<file path="config.mk">
export PLATFORM = sky130hd
export DESIGN_NAME = lvds_tx_link_trainer_flat
export DESIGN_NICKNAME = d
export VERILOG_FILES = /design/src/rtl/lvds_tx_link_trainer_pkg.sv /design/src/rtl/lvds_tx_link_trainer_if.sv /design/src/rtl/lvds_tx_link_trainer_sync_bit.sv /design/src/rtl/lvds_tx_link_trainer.sv /design/src/flat_wrapper.sv
export SDC_FILE = /design/constraint.sdc
export NUM_CORES = 1
export LEC_CHECK = 0
export ABC_AREA = 1
export BUFFER_PORTS_ARGS = -buffer_cell sky130_fd_sc_hd__buf_2
export CAP_MARGIN = 20
export CORE_MARGIN = 3
export CORE_UTILIZATION = 35
export CTS_CLUSTER_DIAMETER = 40
export DETAILED_ROUTE_END_ITERATION = 12
export PLACE_DENSITY = 0.57
export SYNTH_ARGS = -nofsm -noshare
export SYNTH_HDL_FRONTEND = slang
export SYNTH_SLANG_ARGS = --single-unit
</file>
<file path="constraint.sdc">
create_clock -name clk -period 2.2 [get_ports clk]
set_input_delay 0.44 -clock clk [delete_from_list [all_inputs] [get_ports clk]]
set_output_delay 0.44 -clock clk [all_outputs]
set_load 0.02 [all_outputs]
</file>
<file path="src/rtl/lvds_tx_link_trainer_pkg.sv">
// Shared types and defaults for the LVDS transmit link trainer.
// State encoding, default control words and counter sizing helper.
package lvds_pkg;

    typedef enum logic [2:0] {
        ST_IDLE       = 3'd0,
        ST_TRAIN      = 3'd1,
        ST_WAIT_ALIGN = 3'd2,
        ST_SYNC       = 3'd3,
        ST_DATA       = 3'd4
    } state_e;

    localparam logic [7:0] DEF_SYNC_WORD = 8'hBC;
    localparam logic [7:0] DEF_IDLE_WORD = 8'h3C;

    localparam logic [7:0] RETRY_MAX = 8'hFF;

    // Width of a counter that runs 0..limit-1; never narrower than 1 bit.
    function automatic int cnt_width(input int limit);
        return (limit > 1) ? $clog2(limit) : 1;
    endfunction

endpackage

</file>
<file path="src/rtl/lvds_tx_link_trainer_if.sv">
// User word stream into the link trainer.
// Valid/ready handshake; a beat moves when tvalid and tready are both high.
interface lvds_tx_link_trainer_if #(
    parameter int DATA_WIDTH = 8
);

    logic [DATA_WIDTH-1:0] tdata;
    logic                  tvalid;
    logic                  tready;

    modport master (
        output tdata,
        output tvalid,
        input  tready
    );

    modport slave (
        input  tdata,
        input  tvalid,
        output tready
    );

endinterface

</file>
<file path="src/rtl/lvds_tx_link_trainer_sync_bit.sv">
// Two-flop synchronizer for a single asynchronous level.
// Both flops clear to 0 on reset.
module lvds_sync_bit (
    input  logic clk,
    input  logic rst_n,
    input  logic d,
    output logic q
);

    logic meta;

    always_ff @(posedge clk or negedge rst_n) begin
        if (!rst_n) begin
            meta <= 1'b0;
            q    <= 1'b0;
        end else begin
            meta <= d;
            q    <= meta;
        end
    end

endmodule

</file>
<file path="src/rtl/lvds_tx_link_trainer.sv">
// Transmit-side link trainer: training pattern, alignment wait, SYNC word,
// then user words with IDLE fill; retrains on request, alignment loss or timeout.
module lvds_tx_link_trainer
    import lvds_pkg::*;
#(
    parameter int                    DATA_WIDTH    = 8,
    parameter int                    TRAIN_WORDS   = 64,
    parameter int                    ALIGN_TIMEOUT = 4096,
    parameter logic [DATA_WIDTH-1:0] SYNC_WORD     = DATA_WIDTH'(DEF_SYNC_WORD),
    parameter logic [DATA_WIDTH-1:0] IDLE_WORD     = DATA_WIDTH'(DEF_IDLE_WORD)
) (
    input  logic                  clk,
    input  logic                  reset,
    input  logic                  enable,
    input  logic                  retrain,
    input  logic [DATA_WIDTH-1:0] pattern,
    input  logic                  rx_aligned,
    lvds_tx_link_trainer_if.slave s,
    output logic [DATA_WIDTH-1:0] tx_data,
    output logic                  link_up,
    output logic                  training,
    output logic [7:0]            retry_cnt
);

    localparam int TW = cnt_width(TRAIN_WORDS);
    localparam int AW = cnt_width(ALIGN_TIMEOUT);

    localparam logic [TW-1:0] TRAIN_LAST = TW'(TRAIN_WORDS - 1);
    localparam logic [AW-1:0] TMO_LAST   = AW'(ALIGN_TIMEOUT - 1);

    state_e                state;
    state_e                nxt;
    logic [TW-1:0]         train_cnt;
    logic [AW-1:0]         tmo_cnt;
    logic [DATA_WIDTH-1:0] pattern_q;
    logic                  aligned_s;
    logic                  timeout;
    logic                  loss;
    logic                  restart;
    logic                  beat;

    lvds_sync_bit u_sync (
        .clk   (clk),
        .rst_n (reset),
        .d     (rx_aligned),
        .q     (aligned_s)
    );

    assign timeout = (state == ST_WAIT_ALIGN) && (tmo_cnt == TMO_LAST);
    assign loss    = (state == ST_DATA) && !aligned_s;
    assign beat    = s.tvalid && s.tready;

    // Retrain, loss and timeout collapse into one restart: a single retry bump.
    assign restart = enable && (state != ST_IDLE) &&
                     (retrain || loss || timeout);

    always_comb begin
        nxt = state;
        if (!enable) begin
            nxt = ST_IDLE;
        end else if (restart) begin
            nxt = ST_TRAIN;
        end else begin
            unique case (state)
                ST_IDLE: begin
                    nxt = ST_TRAIN;
                end
                ST_TRAIN: begin
                    if (train_cnt == TRAIN_LAST) begin
                        nxt = ST_WAIT_ALIGN;
                    end
                end
                ST_WAIT_ALIGN: begin
                    if (aligned_s) begin
                        nxt = ST_SYNC;
                    end
                end
                ST_SYNC: begin
                    nxt = ST_DATA;
                end
                ST_DATA: begin
                    nxt = ST_DATA;
                end
                default: begin
                    nxt = ST_IDLE;
                end
            endcase
        end
    end

    always_ff @(posedge clk or negedge reset) begin
        if (!reset) begin
            state     <= ST_IDLE;
            train_cnt <= '0;
            tmo_cnt   <= '0;
            pattern_q <= '0;
            retry_cnt <= '0;
        end else begin
            state <= nxt;

            if (nxt == ST_TRAIN && (state != ST_TRAIN || restart)) begin
                pattern_q <= pattern;
            end

            // Counters only run while their state is held; any change clears them.
            if (nxt != state || restart) begin
                train_cnt <= '0;
                tmo_cnt   <= '0;
            end else begin
                if (state == ST_TRAIN) begin
                    train_cnt <= train_cnt + 1'b1;
                end
                if (state == ST_WAIT_ALIGN) begin
                    tmo_cnt <= tmo_cnt + 1'b1;
                end
            end

            if (restart && retry_cnt != RETRY_MAX) begin
                retry_cnt <= retry_cnt + 8'd1;
            end
        end
    end

    always_ff @(posedge clk or negedge reset) begin
        if (!reset) begin
            tx_data  <= IDLE_WORD;
            s.tready <= 1'b0;
            link_up  <= 1'b0;
            training <= 1'b0;
        end else begin
            s.tready <= (nxt == ST_DATA);
            link_up  <= (nxt == ST_DATA);
            training <= (nxt == ST_TRAIN) || (nxt == ST_WAIT_ALIGN);

            // A beat accepted in the final DATA cycle still goes out.
            unique case (state)
                ST_TRAIN, ST_WAIT_ALIGN: begin
                    tx_data <= pattern_q;
                end
                ST_SYNC: begin
                    tx_data <= SYNC_WORD;
                end
                ST_DATA: begin
                    tx_data <= beat ? s.tdata : IDLE_WORD;
                end
                default: begin
                    tx_data <= IDLE_WORD;
                end
            endcase
        end
    end

endmodule

</file>
<file path="src/flat_wrapper.sv">
// flat-port wrapper written by rule: the top's interface ports become plain ports
module lvds_tx_link_trainer_flat import lvds_pkg::*;
#(
    parameter int                    DATA_WIDTH    = 8,
    parameter int                    TRAIN_WORDS   = 64,
    parameter int                    ALIGN_TIMEOUT = 4096,
    parameter logic [DATA_WIDTH-1:0] SYNC_WORD     = DATA_WIDTH'(DEF_SYNC_WORD),
    parameter logic [DATA_WIDTH-1:0] IDLE_WORD     = DATA_WIDTH'(DEF_IDLE_WORD)
)
  (clk, reset, enable, retrain, pattern, rx_aligned, tx_data, link_up, training, retry_cnt, s_tdata, s_tvalid, s_tready);
  lvds_tx_link_trainer_if #(.DATA_WIDTH(DATA_WIDTH)) s_i ();
  input  logic clk;
  input  logic reset;
  input  logic enable;
  input  logic retrain;
  input  logic [DATA_WIDTH-1:0] pattern;
  input  logic rx_aligned;
  output logic [DATA_WIDTH-1:0] tx_data;
  output logic link_up;
  output logic training;
  output logic [7:0] retry_cnt;
  input wire logic [$bits(s_i.tdata)-1:0] s_tdata;
  input wire logic [$bits(s_i.tvalid)-1:0] s_tvalid;
  output wire logic [$bits(s_i.tready)-1:0] s_tready;
  assign s_i.tdata = s_tdata;
  assign s_i.tvalid = s_tvalid;
  assign s_tready = s_i.tready;
  lvds_tx_link_trainer #(.DATA_WIDTH(DATA_WIDTH), .TRAIN_WORDS(TRAIN_WORDS), .ALIGN_TIMEOUT(ALIGN_TIMEOUT), .SYNC_WORD(SYNC_WORD), .IDLE_WORD(IDLE_WORD)) u_core (.clk(clk), .reset(reset), .enable(enable), .retrain(retrain), .pattern(pattern), .rx_aligned(rx_aligned), .s(s_i), .tx_data(tx_data), .link_up(link_up), .training(training), .retry_cnt(retry_cnt));
endmodule
</file>
==> results of run 1 <==
==> registers in the layout, summed over array words and instances (netlist names) <==
register            count
u_core.pattern_q        8
u_core.retry_cnt        8
u_core.s.tready         1
u_core.state            3
u_core.tmo_cnt         12
u_core.train_cnt        6
u_core.training         1
u_core.tx_data          8
u_core.u_sync.meta      1
u_core.u_sync.q         1
==> metal layers <==
metal | vias up | GRT usage (%) | routed length [um]
li1 | 940 | - | -
met1 | 840 | 16.85 | 2134
met2 | 27 | 21.21 | 2301
met3 | 4 | 3.376 | 164
met4 | 0 | 4.465 | 48
met5 | - | 0 | 0
==> placed cells by master (no fill, tap or decap) <==
| master | count |
|---|---|
| mux2i_1 | 2 |
| buf_2 | 40 |
| o22ai_1 | 1 |
| nand3_1 | 20 |
| nand4_1 | 4 |
| clkinvlp_4 | 1 |
| clkbuf_8 | 5 |
| xnor2_1 | 10 |
| nor3_1 | 6 |
| o211ai_1 | 1 |
| xor2_1 | 12 |
| o2111ai_1 | 4 |
| inv_1 | 19 |
| clkinv_2 | 2 |
| dfrtp_1 | 45 |
| o21bai_1 | 1 |
| nand2_2 | 5 |
| buf_4 | 3 |
| a22o_1 | 3 |
| inv_2 | 5 |
| nor3_4 | 1 |
| nand2_4 | 3 |
| nor2_4 | 11 |
| a21oi_2 | 1 |
| buf_12 | 1 |
| o21ai_0 | 5 |
| nand2_1 | 64 |
| o21ai_2 | 1 |
| a21oi_1 | 1 |
| nor2_1 | 27 |
| nor2_2 | 1 |
| nand3_2 | 1 |
| dfstp_2 | 4 |
| ha_1 | 3 |
==> path summary, 6_finish.rpt <==
kind	slack, ns	depth (start not counted)	end
worst max-delay path	0.30	10	u_core.tmo_cnt[8]$_DFFE_PN0P_
worst min-delay path	0.10	1	u_core.pattern_q[0]$_DFFE_PN0P_
worst max register to register	0.30	10	u_core.tmo_cnt[8]$_DFFE_PN0P_
worst min register to register	0.35	0	u_core.u_sync.q$_DFF_PN0_
max in group asynchronous	1.56	2	u_core.train_cnt[2]$_DFFE_PN0P_
min in group clk	0.24	1	u_core.u_sync.meta$_DFF_PN0_
==> critical path, delay by kind of cell (launching register included) <==
kind / cells / cell delay (ns)
buffers and inverters: 1 / 0.05
adder cells (fa/ha/maj): 1 / 0.16
AO/OA/AOI/OAI: 1 / 0.29
flip-flops: 1 / 0.39
AND/OR/NAND/NOR: 7 / 0.88
==> cells by family (layout without fill, tap and decap cells) <==
| kind of cell | Yosys count | after routing | share of synthesized area (%) |
|---|---|---|---|
| and+or+nand+nor | 143 | 143 | 29.35 |
| AOI/OAI and AO/OA | 18 | 18 | 5.317 |
| adders and majority gates | 3 | 3 | 1.534 |
| buffers and inverters | 26 | 76 | 4.806 |
| xor gates and xnor gates | 22 | 22 | 7.873 |
| muxes | 2 | 2 | 0.8180 |
| DFF | 49 | 49 | 50.31 |
==> final cells by class <==
type	instances	area, um^2
Inverter	24	90.09
Tap cell	93	116.4
Clock inverter	3	17.52
Timing Repair Buffer	44	242.7
Multi-Input combinational cell	188	1099
Fill cell	685	3702
Sequential cell	49	1231
Clock buffer	5	68.82
==> power by group through the flow <==
stage / Sequential [mW] / Combinational [mW] / Clock, mW
floorplan: 1.22 / 0.286 / 0
global placement: 1.14 / 0.543 / 0
detailed placement: 1.14 / 0.549 / 0
CTS: 1.13 / 0.550 / 0.535
global route: 1.15 / 0.607 / 0.572
finish: 1.13 / 0.538 / 0.512
==> impl_metrics.env, run 1 <==
export IMPL_fin_crit_sh_pct=86.32
export IMPL_cts_sinks=49
export IMPL_async_flop_share_pct=100.0
export IMPL_vias=1811
export IMPL_fin_util_pct=43.63
export IMPL_internal_power_mw=1.446
export IMPL_ys_seq_elements=49
export IMPL_cp_slowest_stage_delay_ns=0.39
export IMPL_rows=29
export IMPL_ir_worst_vdd_uv=481.4
export IMPL_cts_max_path_buffers=2
export IMPL_final_area_um2=2865
export IMPL_leakage_nw=1.372
export IMPL_cts_tree="yes"
export IMPL_synth_top_area_share_pct=46.01
export IMPL_worst_ep_required_time_ns=2.38
export IMPL_cts_root_buf="clkbuf_8"
export IMPL_final_hold_viol_count=0
export IMPL_drive_above_1_share_pct=27.16
export IMPL_yosysMostFrequentCell="nand2_1"
export IMPL_cts_htree_levels=2
export IMPL_antenna_left=0
export IMPL_arrival_ns=2.08
export IMPL_hold_class="in -> async"
export IMPL_max_freq_mhz=526.6
export IMPL_placedInstanceArea_um2=2779
export IMPL_diodes=0
export IMPL_drtIter0Drc=42
export IMPL_grt_pass1_vias=1766
export IMPL_drt_total_wl_mm=4.648
export IMPL_synth_cells_most_frequent="64 x nand2_1, 45 x dfrtp_1, 27 x nor2_1, 20 x nand3_1, 19 x inv_1"
export IMPL_ios=41
export IMPL_cp_max_fo=18
export IMPL_path_cells="ha_1, inv_1, nor2_1, nand4_1, a21oi_2, nand2_4, nand2_1, nand2_2, nand2_4, nor2_1"
export IMPL_synth_main_ff_cell="dfrtp_1"
export IMPL_wl_per_cell_um=11.45
export IMPL_skew_ns=0.006712
export IMPL_swShare_pct=33.55
export IMPL_die_h_um=89.62
export IMPL_drt_pass1_iter_count=4
export IMPL_insertion_delay_ns=0.30
export IMPL_syn_area_um2=2447
export IMPL_fin_ws_ns=0.3009
export IMPL_whs_ns=0.1044
export IMPL_drc_errors=0
export IMPL_synth_edf_count=0
export IMPL_routabilityCongestion=0.8403
export IMPL_power_switching_uw=729.9
export IMPL_place_inst=398
export IMPL_postCtsResizedCells=0
export IMPL_cp_slowest_cell="dfrtp_1"
export IMPL_pre_cts_slack_ns=0.3014
export IMPL_start_util_pct=37.26
export IMPL_min_period_ns=1.899
export IMPL_final_cells=406
export IMPL_synthToLayoutAreaGrowth_pct=17.08
export IMPL_seq_area_frac_synth_pct=50.31
export IMPL_drv_slew=0
export IMPL_total_power_mw=2.176
export IMPL_synth_distinct_cells=30
export IMPL_clkPwrFrac_pct=23.5
export IMPL_p_per_area_nw_per_um2=759.3
export IMPL_avgSynthCellArea_um2=9.306
export IMPL_holdBufCountCts=0
export IMPL_critPathKind="reg -> reg"
export IMPL_pwr_share_comb_pct=24.7
export IMPL_synth_area_top_cells="dfrtp_1 46%, nand2_1 9.8%, nor2_4 5.1%, dfstp_2 4.3%, xor2_1 4.3%"
export IMPL_grt_overflow_total=0
export IMPL_setup_violations=0
export IMPL_port_buffers=40
export IMPL_syn_num_nets=288
export IMPL_viasPerCell=4.461
export IMPL_max_cap_violations=0
export IMPL_yosysWarnings=0
export IMPL_startpoint_type="flip-flop"
export IMPL_numCtsBuffers=5
export IMPL_coreArea_um2=6568
export IMPL_post_cts_setup_buffers=0
export IMPL_grt_use_total_pct=13.03
export IMPL_die_area_um2=8032
export IMPL_cp_end_kind="flip-flop"
export IMPL_antenna_found_initial=0
export IMPL_path_clk_slew_ns=0.09
export IMPL_syn_inst=263
export IMPL_seq_power_share_pct=51.7
export IMPL_r2r_start="u_core.train_cnt[0]$_DFFE_PN0P_"
export IMPL_grt_start_max_net_pins=29
export IMPL_synth_top_area_cell="dfrtp_1"
export IMPL_grt_pass1_wl_mm=7.997
export IMPL_hpwl_mm=3.591
export IMPL_fin_nets=337
export IMPL_tns_ns=0
export IMPL_status="finished, final reports clean"
export IMPL_worst_pin_slew_ns=0.5291
export IMPL_die_w_um=89.62
export IMPL_cp_startpoint="u_core.train_cnt[0]$_DFFE_PN0P_"
export IMPL_maxSlewHeadroom_pct=64.73
export IMPL_rsz0062_at_grt="no"
(Power assumes the default switching activity.)
==> run 2: changes to the inputs <==
Settings changed: RECOVER_POWER set to 50.
==> impl_metrics.env, run 2 (synthesis results as in run 1) <==
export IMPL_internal_power_mw=1.436
export IMPL_max_cap_violations=0
export IMPL_cp_end_kind="flip-flop"
export IMPL_insertion_delay_ns=0.30
export IMPL_swShare_pct=33.72
export IMPL_nFillCells=691
export IMPL_grt_use_total_pct=13.03
export IMPL_hold_class="in -> reg"
export IMPL_grt_start_max_net_pins=29
export IMPL_antenna_left=0
export IMPL_skew_ns=0.006993
export IMPL_drc_errors=0
export IMPL_final_cells=406
export IMPL_min_period_ns=1.901
export IMPL_final_hold_viol_count=0
export IMPL_coreArea_um2=6568
export IMPL_seq_power_share_pct=52.0
export IMPL_die_area_um2=8032
export IMPL_grt_overflow_total=0
export IMPL_worst_pin_slew_ns=1.180
export IMPL_port_buffers=40
export IMPL_setup_violations=0
export IMPL_diodes=0
export IMPL_power_switching_uw=730.2
export IMPL_leakage_nw=1.339
export IMPL_ios=41
export IMPL_drive_above_1_share_pct=24.60
export IMPL_worst_ep_required_time_ns=2.38
export IMPL_synthToLayoutAreaGrowth_pct=16.05
export IMPL_cts_root_buf="clkbuf_8"
export IMPL_clkPwrFrac_pct=23.7
export IMPL_rows=29
export IMPL_place_inst=398
export IMPL_rsz0062_at_grt="no"
export IMPL_antenna_found_initial=0
export IMPL_final_cell_mix="64 x nand2_1, 45 x dfrtp_1, 32 x buf_2, 27 x nor2_1, 20 x nand3_1"
export IMPL_largest_register="u_core.tmo_cnt"
export IMPL_ir_worst_vdd_uv=481.7
export IMPL_startpoint_type="flip-flop"
export IMPL_numCtsBuffers=5
export IMPL_tns_ns=0
export IMPL_die_h_um=89.62
export IMPL_drv_slew=0
export IMPL_hpwl_mm=3.591
export IMPL_path_clk_slew_ns=0.09
export IMPL_postCtsResizedCells=0
export IMPL_viasPerCell=4.473
export IMPL_maxSlewHeadroom_pct=21.32
export IMPL_start_util_pct=37.26
export IMPL_cts_htree_levels=2
export IMPL_status="finished, final reports clean"
export IMPL_fin_crit_sh_pct=86.42
export IMPL_pwr_share_comb_pct=24.4
export IMPL_die_w_um=89.62
export IMPL_cp_max_fo=18
export IMPL_cts_tree="yes"
export IMPL_fin_nets=337
export IMPL_cts_sinks=49
export IMPL_fin_ws_ns=0.2987
export IMPL_drtIter0Drc=41
export IMPL_final_common_cell="nand2_1"
export IMPL_grt_pass1_vias=1766
export IMPL_grt_pass1_wl_mm=7.997
export IMPL_total_power_mw=2.166
export IMPL_max_freq_mhz=526.0
export IMPL_routabilityCongestion=0.8403
export IMPL_drt_pass1_iter_count=4
export IMPL_holdBufCountCts=0
export IMPL_vias=1816
export IMPL_post_cts_setup_buffers=0
export IMPL_cts_max_path_buffers=2
export IMPL_critPathKind="reg -> reg"
export IMPL_pre_cts_slack_ns=0.3014
export IMPL_largest_reg_flops=12
export IMPL_wl_per_cell_um=11.46
export IMPL_p_per_area_nw_per_um2=762.6
export IMPL_arrival_ns=2.08
export IMPL_drt_total_wl_mm=4.652
-- run 2: changes by cell type in the layout (fill, tap and decap cells not counted) --
| cell | before | now |
|---|---|---|
| buf_2 | 40 | 32 |
| clkbuf_1 | 0 | 8 |
| buf_12 | 1 | 0 |
| clkbuf_2 | 0 | 1 |
-- run 2: through the flow --
stage                     hold slack [ns]  utilization [%]  area, um^2
after floorplan                    0.1444                -        2447
after global placement             0.3368            42.31        2779
after detailed placement           0.3364            42.31        2779
after CTS                          0.1207            43.63        2865
after global routing               0.2259            43.25        2840
final                              0.2425            43.25        2840
-- run 2: cell type report --
class	count	area [um^2]	share of cell area, %
clock inverter	3	17.52	0.6167
timing repair buffer	44	217.7	7.665
multi-input combinational	188	1099	38.68
sequential	49	1231	43.35
tap	93	116.4	4.097
inverter	24	90.09	3.172
clock buffer	5	68.82	2.423
-- run 2: critical path: stages (launching register included) --
cell and delay (ns):
dfrtp_1 0.39, ha_1 0.16, inv_1 0.05, nor2_1 0.15, nand4_1 0.12, a21oi_2 0.29
nand2_4 0.09, nand2_1 0.08, nand2_2 0.06, nand2_4 0.30, nor2_1 0.08
-- run 2: power groups by stage --
stage / clock network, mW / registers (mW) / logic, mW
final: 0.513 / 1.13 / 0.528
after CTS: 0.535 / 1.13 / 0.550
after detailed placement: 0 / 1.14 / 0.549
after floorplan: 0 / 1.22 / 0.286
after global routing: 0.572 / 1.15 / 0.596
after global placement: 0 / 1.14 / 0.543
-- run 2: path summary, 6_finish.rpt --
kind	from	to	slack [ns]	cells after the start
max in group asynchronous	reset	u_core.train_cnt[2]$_DFFE_PN0P_	0.55	2
min in group asynchronous	reset	u_core.pattern_q[0]$_DFFE_PN0P_	0.35	1
worst max-delay path	u_core.train_cnt[0]$_DFFE_PN0P_	u_core.tmo_cnt[8]$_DFFE_PN0P_	0.30	10
worst min register to register	u_core.u_sync.meta$_DFF_PN0_	u_core.u_sync.q$_DFF_PN0_	0.35	0
worst max register to register	u_core.train_cnt[0]$_DFFE_PN0P_	u_core.tmo_cnt[8]$_DFFE_PN0P_	0.30	10
worst min-delay path	rx_aligned	u_core.u_sync.meta$_DFF_PN0_	0.24	1
-- run 2: per-layer routing --
metal  vias to the layer above  wire (um)  global-route usage (%)
met2                        27       2316                   21.21
met4                         0         48                   4.465
met3                         4        163                   3.376
met5                         -          0                       0
li1                        939          -                       -
met1                       846       2124                   16.85
